==> src/rtl/vgafb_pixel_fetch.sv <==
// vgafb_pixel_fetch: prefetches video words into a FIFO and serializes them into 1/2/4/8 bpp palette indices.
module vgafb_pixel_fetch #(
  parameter int DATA_WIDTH   = 32,
  parameter int ADDR_WIDTH   = 15,
  parameter int FIFO_DEPTH   = 4,
  parameter int READ_LATENCY = 1
) (
  input  logic                  i_pix_clk,
  input  logic                  i_rst,
  input  logic [1:0]            i_mode,
  input  logic                  i_hdouble,
  input  logic                  i_vdouble,
  input  logic [ADDR_WIDTH-1:0] i_base_addr,
  input  logic [ADDR_WIDTH-1:0] i_stride,
  input  logic                  i_frame,
  input  logic                  i_scanline,
  input  logic                  i_de,
  input  logic                  i_mem_ready,
  output logic                  o_mem_rd,
  output logic [ADDR_WIDTH-1:0] o_mem_addr,
  input  logic [DATA_WIDTH-1:0] i_mem_data,
  output logic [7:0]            o_pixel,
  output logic                  o_pixel_valid,
  output logic                  o_underrun,
  input  logic                  i_clr_underrun
);
  localparam int PW = $clog2(FIFO_DEPTH);
  localparam int CW = $clog2(FIFO_DEPTH + 1);
  localparam int SW = $clog2(DATA_WIDTH + 1);

  logic [1:0]              mode_q;
  logic                    hdbl, vdbl, vphase, hphase, fetch_en;
  logic [ADDR_WIDTH-1:0]   stride_q, line_addr, fetch_addr;
  logic [DATA_WIDTH-1:0]   fifo [FIFO_DEPTH];
  logic [PW-1:0]           wr_ptr, rd_ptr;
  logic [CW-1:0]           cnt, infl;
  logic [READ_LATENCY-1:0] pipe;
  logic [DATA_WIDTH-1:0]   sh;
  logic [SW-1:0]           sh_left, ppw;
  logic [7:0]              pix;
  logic                    flush, ret, consume, load;
  logic                    f_vdbl, f_vph;
  logic [ADDR_WIDTH-1:0]   f_line, f_stride;

  always_comb begin
    flush      = i_frame | i_scanline;
    ret        = pipe[READ_LATENCY-1];
    o_mem_rd   = fetch_en && i_mem_ready && (({1'b0, cnt} + {1'b0, infl}) < (CW+1)'(FIFO_DEPTH));
    o_mem_addr = fetch_addr;
    ppw        = SW'(DATA_WIDTH >> mode_q);
    consume    = i_de && sh_left != '0 && (!hdbl || hphase);
    load       = cnt != '0 && (sh_left == '0 || (consume && sh_left == SW'(1)));
    pix        = sh[DATA_WIDTH-1 -: 8] >> (4'd8 - (4'd1 << mode_q));
    // a frame strobe coinciding with a scanline strobe is applied first
    f_line     = i_frame ? i_base_addr : line_addr;
    f_stride   = i_frame ? i_stride : stride_q;
    f_vdbl     = i_frame ? i_vdouble : vdbl;
    f_vph      = i_frame ? 1'b0 : vphase;
  end

  always_ff @(posedge i_pix_clk)
    if (ret && !flush) fifo[wr_ptr] <= i_mem_data;

  always_ff @(posedge i_pix_clk or posedge i_rst) begin
    if (i_rst) begin
      mode_q        <= '0;
      hdbl          <= 1'b0;
      vdbl          <= 1'b0;
      stride_q      <= '0;
      line_addr     <= '0;
      fetch_addr    <= '0;
      vphase        <= 1'b0;
      hphase        <= 1'b0;
      fetch_en      <= 1'b0;
      wr_ptr        <= '0;
      rd_ptr        <= '0;
      cnt           <= '0;
      infl          <= '0;
      pipe          <= '0;
      sh            <= '0;
      sh_left       <= '0;
      o_pixel       <= '0;
      o_pixel_valid <= 1'b0;
      o_underrun    <= 1'b0;
    end else begin
      if (i_frame) begin
        mode_q    <= i_mode;
        hdbl      <= i_hdouble;
        vdbl      <= i_vdouble;
        stride_q  <= i_stride;
        line_addr <= i_base_addr;
        vphase    <= 1'b0;
        fetch_en  <= 1'b0;
      end
      if (i_scanline) begin
        fetch_addr <= f_line;
        fetch_en   <= 1'b1;
        line_addr  <= (!f_vdbl || f_vph) ? f_line + f_stride : f_line;
        vphase     <= f_vdbl & ~f_vph;
        hphase     <= 1'b0;
      end else begin
        if (o_mem_rd) fetch_addr <= fetch_addr + 1'b1;
        if (i_de && hdbl) hphase <= ~hphase;
      end
      if (flush) begin
        pipe    <= '0;
        infl    <= '0;
        wr_ptr  <= '0;
        rd_ptr  <= '0;
        cnt     <= '0;
        sh      <= '0;
        sh_left <= '0;
      end else begin
        pipe <= (pipe << 1) | READ_LATENCY'(o_mem_rd);
        infl <= infl + CW'(o_mem_rd) - CW'(ret);
        if (ret) wr_ptr <= wr_ptr + 1'b1;
        if (load) rd_ptr <= rd_ptr + 1'b1;
        cnt <= cnt + CW'(ret) - CW'(load);
        if (load) begin
          sh      <= fifo[rd_ptr];
          sh_left <= ppw;
        end else if (consume) begin
          sh      <= sh << (4'd1 << mode_q);
          sh_left <= sh_left - 1'b1;
        end
      end
      o_pixel       <= (i_de && sh_left != '0) ? pix : 8'd0;
      o_pixel_valid <= i_de;
      o_underrun    <= (i_de && sh_left == '0) ? 1'b1 : i_clr_underrun ? 1'b0 : o_underrun;
    end
  end
endmodule
==> config.mk <==
export PLATFORM = sky130hd
export DESIGN_NAME = vgafb_pixel_fetch
export DESIGN_NICKNAME = d
export VERILOG_FILES = /design/src/rtl/vgafb_pixel_fetch.sv
export SDC_FILE = /design/constraint.sdc
export NUM_CORES = 1
export LEC_CHECK = 0
export CORE_ASPECT_RATIO = 1.25
export CORE_UTILIZATION = 63
export CTS_CLUSTER_SIZE = 28
export DETAILED_ROUTE_END_ITERATION = 8
export GPL_ROUTABILITY_DRIVEN = 0
export PLACE_DENSITY = 0.86
export SLEW_MARGIN = 10
export SYNTH_ARGS = -nofsm -noshare
export SYNTH_HDL_FRONTEND = slang
export SYNTH_SLANG_ARGS = --single-unit
==> constraint.sdc <==
create_clock -name i_pix_clk -period 10.27 [get_ports i_pix_clk]
set_input_delay 1.5405 -clock i_pix_clk [delete_from_list [all_inputs] [get_ports i_pix_clk]]
set_output_delay 1.5405 -clock i_pix_clk [all_outputs]
set_load 0.02 [all_outputs]
==> results of run 1 <==
per-stage QoR:
step | hold slack (ns) | instance area (µm²) | utilization (%) | total power, mW
2_1_floorplan | 0.4536 | 11360 | - | 1.406
3_3_place_gp | 0.4855 | 12510 | 71.22 | 1.527
3_5_place_dp | 0.4914 | 12510 | 71.22 | 1.544
4_1_cts | 0.5042 | 13290 | 75.66 | 2.416
5_1_grt | 0.5146 | 13290 | 75.66 | 2.499
6_report | 0.5026 | 13290 | 75.66 | 2.407
per-layer routing:
metal  share of wire [%]  global-route usage [%]  routed length, µm  vias up
li1                    -                       -                  -     3296
met1                  38                   33.69               9185     3650
met2                  53                   49.02              12960      274
met3                 5.5                   3.979               1335       71
met4                 4.1                   12.37               1003        0
met5                   0                       0                  0        -
worst max-delay path by stage:
stage,cells past startpoint,end,start
finish,4,o_mem_rd,i_mem_ready
floorplan,12,line_addr[13],i_frame
CTS,4,o_mem_rd,i_mem_ready
detailed placement,4,o_mem_rd,i_mem_ready
global placement,4,o_mem_rd,i_mem_ready
global route,4,o_mem_rd,i_mem_ready
state kept, by name, indices dropped and copies added, names as in the netlist, 2 cells and up:
| signal | count |
|---|---|
| fifo | 128 |
| sh | 32 |
| line_addr | 15 |
| o_mem_addr | 15 |
| stride_q | 15 |
| o_pixel | 8 |
| sh_left | 6 |
| cnt | 3 |
| infl | 3 |
| mode_q | 2 |
| rd_ptr | 2 |
| wr_ptr | 2 |
kinds of logic after synthesis:
family | Yosys count | synth area share, %
xor+xnor | 31 | 2.391
simple gates | 203 | 8.241
flops | 239 | 58.30
mux | 127 | 17.74
fa+ha+maj | 31 | 3.614
compound gates | 135 | 7.172
buf+inv | 68 | 2.545
layout make-up:
type | count | area (µm²) | area share [%]
Clock buffer | 28 | 614.3 | 4.622
Clock inverter | 13 | 166.4 | 1.252
Multi-Input combinational cell | 527 | 4447 | 33.46
Inverter | 24 | 92.59 | 0.6966
Timing Repair Buffer | 110 | 1066 | 8.020
Tap cell | 224 | 280.3 | 2.109
Sequential cell | 239 | 6625 | 49.84
cells in the final DEF, fill, tap and decap left out, types with 6 or more instances in the layout:
master | Yosys | layout
nor2b_1 | 7 | 7
xnor2_1 | 16 | 16
dfrtp_1 | 111 | 108
mux2i_1 | 40 | 40
clkdlybuf4s50_1 | 0 | 97
and3_1 | 11 | 11
nand2_1 | 72 | 72
xor2_1 | 15 | 15
ha_1 | 28 | 28
nor3_1 | 16 | 16
nor2_1 | 56 | 56
clkbuf_16 | 0 | 23
edfxtp_1 | 128 | 128
a21o_1 | 7 | 7
nand3_1 | 6 | 6
inv_1 | 23 | 22
buf_4 | 1 | 12
a21oi_1 | 32 | 32
nand2b_1 | 6 | 6
mux2_2 | 30 | 30
nand4_1 | 10 | 10
a211oi_1 | 8 | 8
mux4_2 | 56 | 56
o21ai_0 | 57 | 57
power by group:
part	switching (mW)	internal (mW)	total, mW
logic	0.233	0.194	0.427
clock network	0.348	0.525	0.873
registers	0.0440	1.06	1.11
==> summary.txt, run 1 <==
Timing
  – Period utilisation layout: 50.37%
  – F_max: 193.3 MHz
  – Clock skew: between 0.015 and 0.02 ns
  – Final Hold Vio Count: 0
  – Worst setup margin: a little over 5 ns
  – Worst-Margin Slew: ~1.1 ns
  – Pins over their slew limit: 0
  – Worst slew margin: 25.73%
  – Tmin final: between 5 and 6 ns
  – RSZ-0062 raised after global routing: false
  – Setup TNS: 0 ns
  – Final setup fails: 0

Clocking
  – Clk root buf: clkbuf_16
  – Post-CTS Resized: 0
  – Later-pin clock latency in the skew report: approximately 0.5 ns
  – Hold_buf cts: 0
  – Post-CTS setup buffer count: 0
  – Num CTS Buffers: 23
  – Clock sink count: ~240
  – CTS tree: yes
  – Max clock buf depth: 3
  – CTS clk-pin slew, worst paths: 0.06 ns
  – H-tree depth: 1

Detailed routing
  – Initial DRC count: around 720
  – Drt first pass iters: 6
  – Routed len/inst: 21.01 µm
  – Routed Antenna Nets: 0
  – Vias: between 7000 and 8000
  – Vias/cell: 6.258
  – DRC viols: 0
  – Drt total wl: around 24 mm

Critical path
  – Cell family with most CP delay: buffers and inverters
  – Critical Path RT: slightly below 9 ns
  – Worst setup SP type: primary input
  – R2r endpoint: cnt[2]
  – Critical path buffers and inverters: 2
  – Setup crit end kind: output port
  – Slowest cell on the critical path: a311oi_2
  – Most used cell, CP: clkdlybuf4s50_1
  – CP max stage delay: between 0.7 and 0.8 ns
  – FF-to-FF setup slack: slightly below 7 ns
  – Reg2reg path depth: 12
  – Worst R2R Start: sh_left[3]
  – Crit-path cells: clkdlybuf4s50_1 -> nand4bb_1 -> a311oi_2 -> clkdlybuf4s50_1
  – Crit path kind: in2out
  – CP arrival: between 3 and 4 ns
  – Crit path max fanout: 11

Synthesis
  – Count leader, synth: edfxtp_1
  – Asr flop ratio synth: between 40% and 50%
  – Library cells used by synthesis: 55
  – Most frequent cells after synthesis: edfxtp_1 (128), dfrtp_1 (111), nand2_1 (72)
  – Share of the synthesized area in the top cell type: approximately 34%
  – Area leader, netlist: edfxtp_1
  – Mapped cell area: 0.01136 mm²
  – Ys flop type: edfxtp_1
  – Post-synth EDFFs: about 130
  – Synth top area cells: edfxtp_1 (34%), dfrtp_1 (24%), mux4_2 (11%)
  – Syn Nets: roughly 940
  – Seq cells post-synth: ~240
  – Sequential share of the synthesized area: slightly below 60%
  – Synthesized area per cell: approximately 14 µm²
  – Mapped Cells: 834
  – Syn. warnings: 0

Cells and area
  – Diodes inserted: 0
  – # fillers: approximately 1100
  – Layout Cells excl Fill: 1165
  – Area grow syn2layout: 17.03%
  – # nets final: between 1000 and 1500
  – Layout cells sized above 1: between 10% and 20%

Die
  – Effective utilization at floorplan: approximately 65%
  – Die Wd: around 120 µm
  – Core area: 0.01757 mm²
  – Standard-cell rows: 54
  – Die height: about 150 µm
  – IO Pins: 99
  – Die ar.: 0.01857 mm²

Placed design
  – Final HPWL DP: around 15 mm
  – Port Buffers: between 90 and 100
  – Setup WS pre-CTS: 5.075 ns
  – Dpl cells: 1124

Global routing
  – Grt total ovfl: 0
  – Pin count of the biggest net entering global routing: 77
  – Vias in the first global route: 7798
  – Initial antenna violation count: 0
  – Gr usage total: between 20% and 30%
  – First-pass GRT wire length: slightly below 40 mm

Min path
  – Hold Path Sink: stride_q[2]
  – Hold WC Path Type: reg2reg
  – WHS Path Cells: 1
  – Hold Crit Start: stride_q[2]

Power
  – PD cells: roughly 180 mW/mm²
  – Leak: about 5 nW
  – Peak VDD IR: around 0.14 mV

Run status
  – Outcome: complete, no violations

Run
  – Max-cap viol count: 0
Power figures use the tool's default switching activity.
==> run 2: changes to the inputs <==
CORE_UTILIZATION = 58   (was 63)
PLACE_DENSITY = 0.8   (was 0.86)
clock period = 5.2 ns   (was 10.27 ns; I/O delays follow)
==> summary.txt, run 2 (synthesis gave the netlist of run 1 again) <==
Timing
  – Setup TNS: 0 ns
  – Worst-Margin Slew: 1.108 ns
  – Final setup fails: 0
  – Period utilisation layout: about 70%
  – Worst slew margin: a little over a quarter
  – F_max: approximately 280 MHz
  – Tmin final: roughly 3.6 ns
  – Pins over their slew limit: 0
  – Final Hold Vio Count: 0
  – Clock skew: 0.01998 ns
  – RSZ-0062 raised after global routing: false

Clocking
  – CTS clk-pin slew, worst paths: 0.06 ns
  – Post-CTS setup buffer count: 0
  – Max clock buf depth: 3
  – Later-pin clock latency in the skew report: roughly 0.52 ns
  – CTS tree: yes
  – Clk root buf: clkbuf_16
  – H-tree depth: 1
  – Clock sink count: ~240
  – Hold_buf cts: 0
  – Post-CTS Resized: 0
  – Num CTS Buffers: 24

Critical path
  – Critical path buffers and inverters: 1
  – Crit path kind: reg2out
  – Critical Path RT: 4.42 ns
  – Cell family with most CP delay: buffers and inverters
  – Setup crit end kind: output port
  – WP depth: 4
  – Crit path max fanout: 11
  – Crit-path cells: ha_1 -> nand4bb_1 -> a311oi_2 -> clkdlybuf4s50_1
  – Reg2reg path depth: 12
  – CP arrival: roughly 2.9 ns
  – CP max stage delay: 0.75 ns
  – Worst setup SP type: register
  – Slowest cell on the critical path: clkdlybuf4s50_1

Die
  – Die Wd: ~130 µm
  – Standard-cell rows: 56
  – IO Pins: 99
  – Die ar.: 0.02015 mm²
  – Die height: between 150 and 200 µm
  – Effective utilization at floorplan: approximately three fifths
  – Core area: 0.01899 mm²

Detailed routing
  – Vias/cell: between 5 and 6
  – Routed len/inst: a little under 20 µm
  – Initial DRC count: between 700 and 800
  – Vias: a little over 7000
  – Drt first pass iters: 5
  – Routed Antenna Nets: 0
  – DRC viols: 0
  – Drt total wl: 23.31 mm

Global routing
  – First-pass GRT wire length: 37.88 mm
  – Initial antenna violation count: 0
  – Vias in the first global route: around 7300
  – Grt total ovfl: 0
  – Pin count of the biggest net entering global routing: 83
  – Gr usage total: 24.44%

Power
  – Leak: between 5 and 6 nW
  – PD cells: approximately 360 mW/mm²
  – Peak VDD IR: ~0.26 mV

Cells and area
  – Max reg flops: approximately 130
  – # fillers: about 1300
  – Biggest register: fifo
  – Most frequent cells in the layout: edfxtp_1 (128), dfrtp_1 (108), clkdlybuf4s50_1 (97)
  – Register area: approximately 0.0066 mm²
  – Area used by multi-input combinational logic: 0.004447 mm²
  – Biggest regs: fifo (128), sh (32)
  – Final Core Density: 70.44%
  – Area grow syn2layout: 17.77%
  – # nets final: a little over 1000
  – Diodes inserted: 0
  – Commonest non-fill, non-tap cell in the layout: edfxtp_1
  – Layout cells sized above 1: about 16%

Run
  – Max-cap viol count: 0

Min path
  – WHS Path Cells: 1
  – Hold WC Path Type: reg2reg

Run status
  – Outcome: complete, no violations

Placed design
  – Final HPWL DP: between 15 and 20 mm
  – Port Buffers: 98
[run 2: per-stage QoR]
stage / hold slack [ns] / instance area, µm² / setup WS (ns) / cells / power, mW
floorplan: 0.4536 / 11360 / 1.331 / 834 / 2.777
global placement: 0.4731 / 12560 / 1.270 / 1162 / 3.024
detailed placement: 0.4819 / 12560 / 1.208 / 1162 / 3.043
CTS: 0.4972 / 13380 / 1.560 / 1206 / 4.783
global route: 0.5104 / 13380 / 1.458 / 1206 / 4.952
finish: 0.4954 / 13380 / 1.571 / 1206 / 4.753
[run 2: cell type report]
| cell class | instances | share of cell area [%] |
|---|---|---|
| multi-input cells | 527 | 33.25 |
| repair buffers | 111 | 8.026 |
| inverters | 24 | 0.6922 |
| clock buffers | 32 | 5.182 |
| clock inverters | 12 | 0.8793 |
| well taps | 261 | 2.442 |
| flip-flops and latches | 239 | 49.53 |
[run 2: power by group]
part | switching, mW | leakage (nW) | internal (mW)
clock network | 0.703 | 0.385 | 1.04
logic | 0.445 | 2.18 | 0.383
registers | 0.0855 | 2.57 | 2.10
[run 2: final timing paths]
| path | startpoint | to | slack (ns) |
|---|---|---|---|
| max in group asynchronous | i_rst | sh[15] | 3.32 |
| worst min register to register | fetch_en | fetch_en | 0.50 |
| min in group asynchronous | i_rst | line_addr[1] | 0.84 |
| worst max register to register | sh_left[3] | cnt[2] | 1.85 |
| worst max-delay path | cnt[2] | o_mem_rd | 1.57 |
| worst min-delay path | fetch_en | fetch_en | 0.50 |
[run 2: metal layers]
metal	GRT usage, %	wire [µm]
met2	43.46	11940
met3	3.763	1197
met5	0	0
met4	11.39	1020
met1	29.49	9150
==> run 3: changes to the inputs <==
clock period = 3.52 ns   (was 5.2 ns; I/O delays follow)
==> summary.txt, run 3 (synthesis gave the netlist of run 1 again) <==
Run status
  – Outcome: complete, no violations

Timing
  – Worst slew margin: about half
  – Pins over their slew limit: 0
  – Tmin final: 2.973 ns
  – Final Hold Vio Count: 0
  – Setup TNS: 0 ns
  – Period utilisation layout: between 80% and 90%
  – F_max: around 340 MHz
  – Worst-Margin Slew: approximately 0.76 ns
  – Clock skew: about 0.020 ns
  – RSZ-0062 raised after global routing: false
  – Final setup fails: 0
  – WHS: roughly 0.44 ns

Cells and area
  – Commonest non-fill, non-tap cell in the layout: edfxtp_1
  – Diodes inserted: 0
  – Biggest register: fifo
  – Layout cells sized above 1: around 17%
  – Register area: 0.006624 mm²
  – # nets final: between 1000 and 1500
  – # fillers: 1294
  – Area used by multi-input combinational logic: around 0.0044 mm²
  – Biggest regs: fifo (128), sh (32)
  – Final Core Density: around 70%
  – Area grow syn2layout: 18.95%
  – Max reg flops: approximately 130
  – Most frequent cells in the layout: edfxtp_1 (128), dfrtp_1 (109), clkdlybuf4s50_1 (97)
  – Layout Cells excl Fill: roughly 1200

Clocking
  – Post-CTS Resized: 0
  – Clock sink count: around 240
  – Num CTS Buffers: 24
  – Post-CTS setup buffer count: 0
  – CTS tree: yes
  – H-tree depth: 1
  – CTS clk-pin slew, worst paths: roughly 0.060 ns
  – Hold_buf cts: 0
  – Max clock buf depth: 3
  – Later-pin clock latency in the skew report: ~0.52 ns
  – Clk root buf: clkbuf_16

Global routing
  – Initial antenna violation count: 0
  – Vias in the first global route: between 7000 and 8000
  – Met2 global-route usage: 45.24%
  – Grt total ovfl: 0
  – Gr usage total: between 20% and 30%
  – Met1 Use GR: between 20 and 30%
  – First-pass GRT wire length: roughly 39 mm
  – Pin count of the biggest net entering global routing: 49
  – Most used routing layer: met2
  – Global-route track usage on met3: under 10%

Die
  – Die Wd: between 100 and 150 µm
  – Standard-cell rows: between 50 and 60
  – Die height: roughly 160 µm
  – Core area: 0.01899 mm²
  – IO Pins: between 90 and 100
  – Effective utilization at floorplan: around 60%
  – Die ar.: approximately 0.02 mm²

Placed design
  – Final HPWL DP: 16.15 mm
  – Port Buffers: 98
  – Dpl cells: about 1200

Detailed routing
  – Drt total wl: ~24 mm
  – Routed len/inst: around 20 µm
  – DRC viols: 0
  – Vias/cell: between 5 and 6
  – Vias: 7277
  – Drt first pass iters: 5
  – Initial DRC count: roughly 580
  – Routed Antenna Nets: 0

Critical path
  – Crit path kind: reg2out
  – Reg2reg path depth: 11
  – Crit-path cells: ha_1 -> nand4bb_1 -> a311oi_2 -> clkdlybuf4s50_1
  – Worst R2R Start: sh_left[3]
  – CP arrival: ~2.4 ns
  – Crit path max fanout: 4
  – CP endpoint: o_mem_rd
  – FF-to-FF setup slack: 0.79 ns
  – Slowest cell on the critical path: clkdlybuf4s50_1
  – Critical Path RT: about 3.0 ns
  – Setup crit end kind: output port
  – CP max stage delay: 0.69 ns
  – R2r endpoint: cnt[2]
  – Crit path from: cnt[2]
  – Worst setup SP type: register

Run
  – Max-cap viol count: 0

Power
  – Peak VDD IR: roughly 0.46 mV
  – Pwr Total: 7.104 mW
  – PD cells: approximately 530 mW/mm²
  – Leak: 5.226 nW

Min path
  – Hold WC Path Type: in2async
run 3: cell count changes in the layout (fill, tap and decap cells not counted), sizes merged:
cell / previous run / this run
clkbuf: 32 / 34
inv: 25 / 24
buf: 14 / 29
clkinv: 5 / 4
run 3: per-stage QoR:
stage	area (µm²)	worst slack (ns)
3_5_place_dp	12680	0.1735
5_1_grt	13510	0.4097
3_3_place_gp	12680	0.2606
4_1_cts	13510	0.5137
2_1_floorplan	11360	0.007391
6_report	13510	0.5474
run 3: layout make-up:
type                            instances  share of cell area (%)
Sequential cell                       239                   49.03
Multi-Input combinational cell        527                   32.92
Timing Repair Buffer                  126                   8.780
Clock buffer                           34                   5.335
Tap cell                              261                   2.417
Clock inverter                         10                  0.8336
Inverter                               24                  0.6854
run 3: critical path: cells and delay by family, from the launching register on:
family	cells	cell delay, ns
flops	1	0.41
fa+ha+maj	1	0.29
compound gates	1	0.37
buf+inv	1	0.69
simple gates	1	0.18
run 3: worst min-delay path by stage:
stage | end | from | slack [ns] | cells after the start
2_1_floorplan | fetch_en | fetch_en | 0.45 | 1
3_3_place_gp | fetch_en | fetch_en | 0.48 | 1
3_5_place_dp | fetch_en | fetch_en | 0.49 | 1
4_1_cts | stride_q[1] | i_frame | 0.44 | 3
5_1_grt | stride_q[0] | i_frame | 0.48 | 2
6_report | o_pixel[0] | i_rst | 0.44 | 2
run 3: report_power, final:
group	switching [mW]	internal (mW)	total, mW	leakage, nW
clock network	1.05	1.58	2.63	0.394
registers	0.120	3.10	3.22	2.57
logic	0.676	0.580	1.26	2.26
run 3: per-layer routing:
layer	part of all wire [%]	wire length [µm]	vias up
met1	39	9377	3598
met3	4.8	1152	65
met4	4.3	1030	0
met2	52	12500	280
li1	-	-	3334
met5	0	0	-
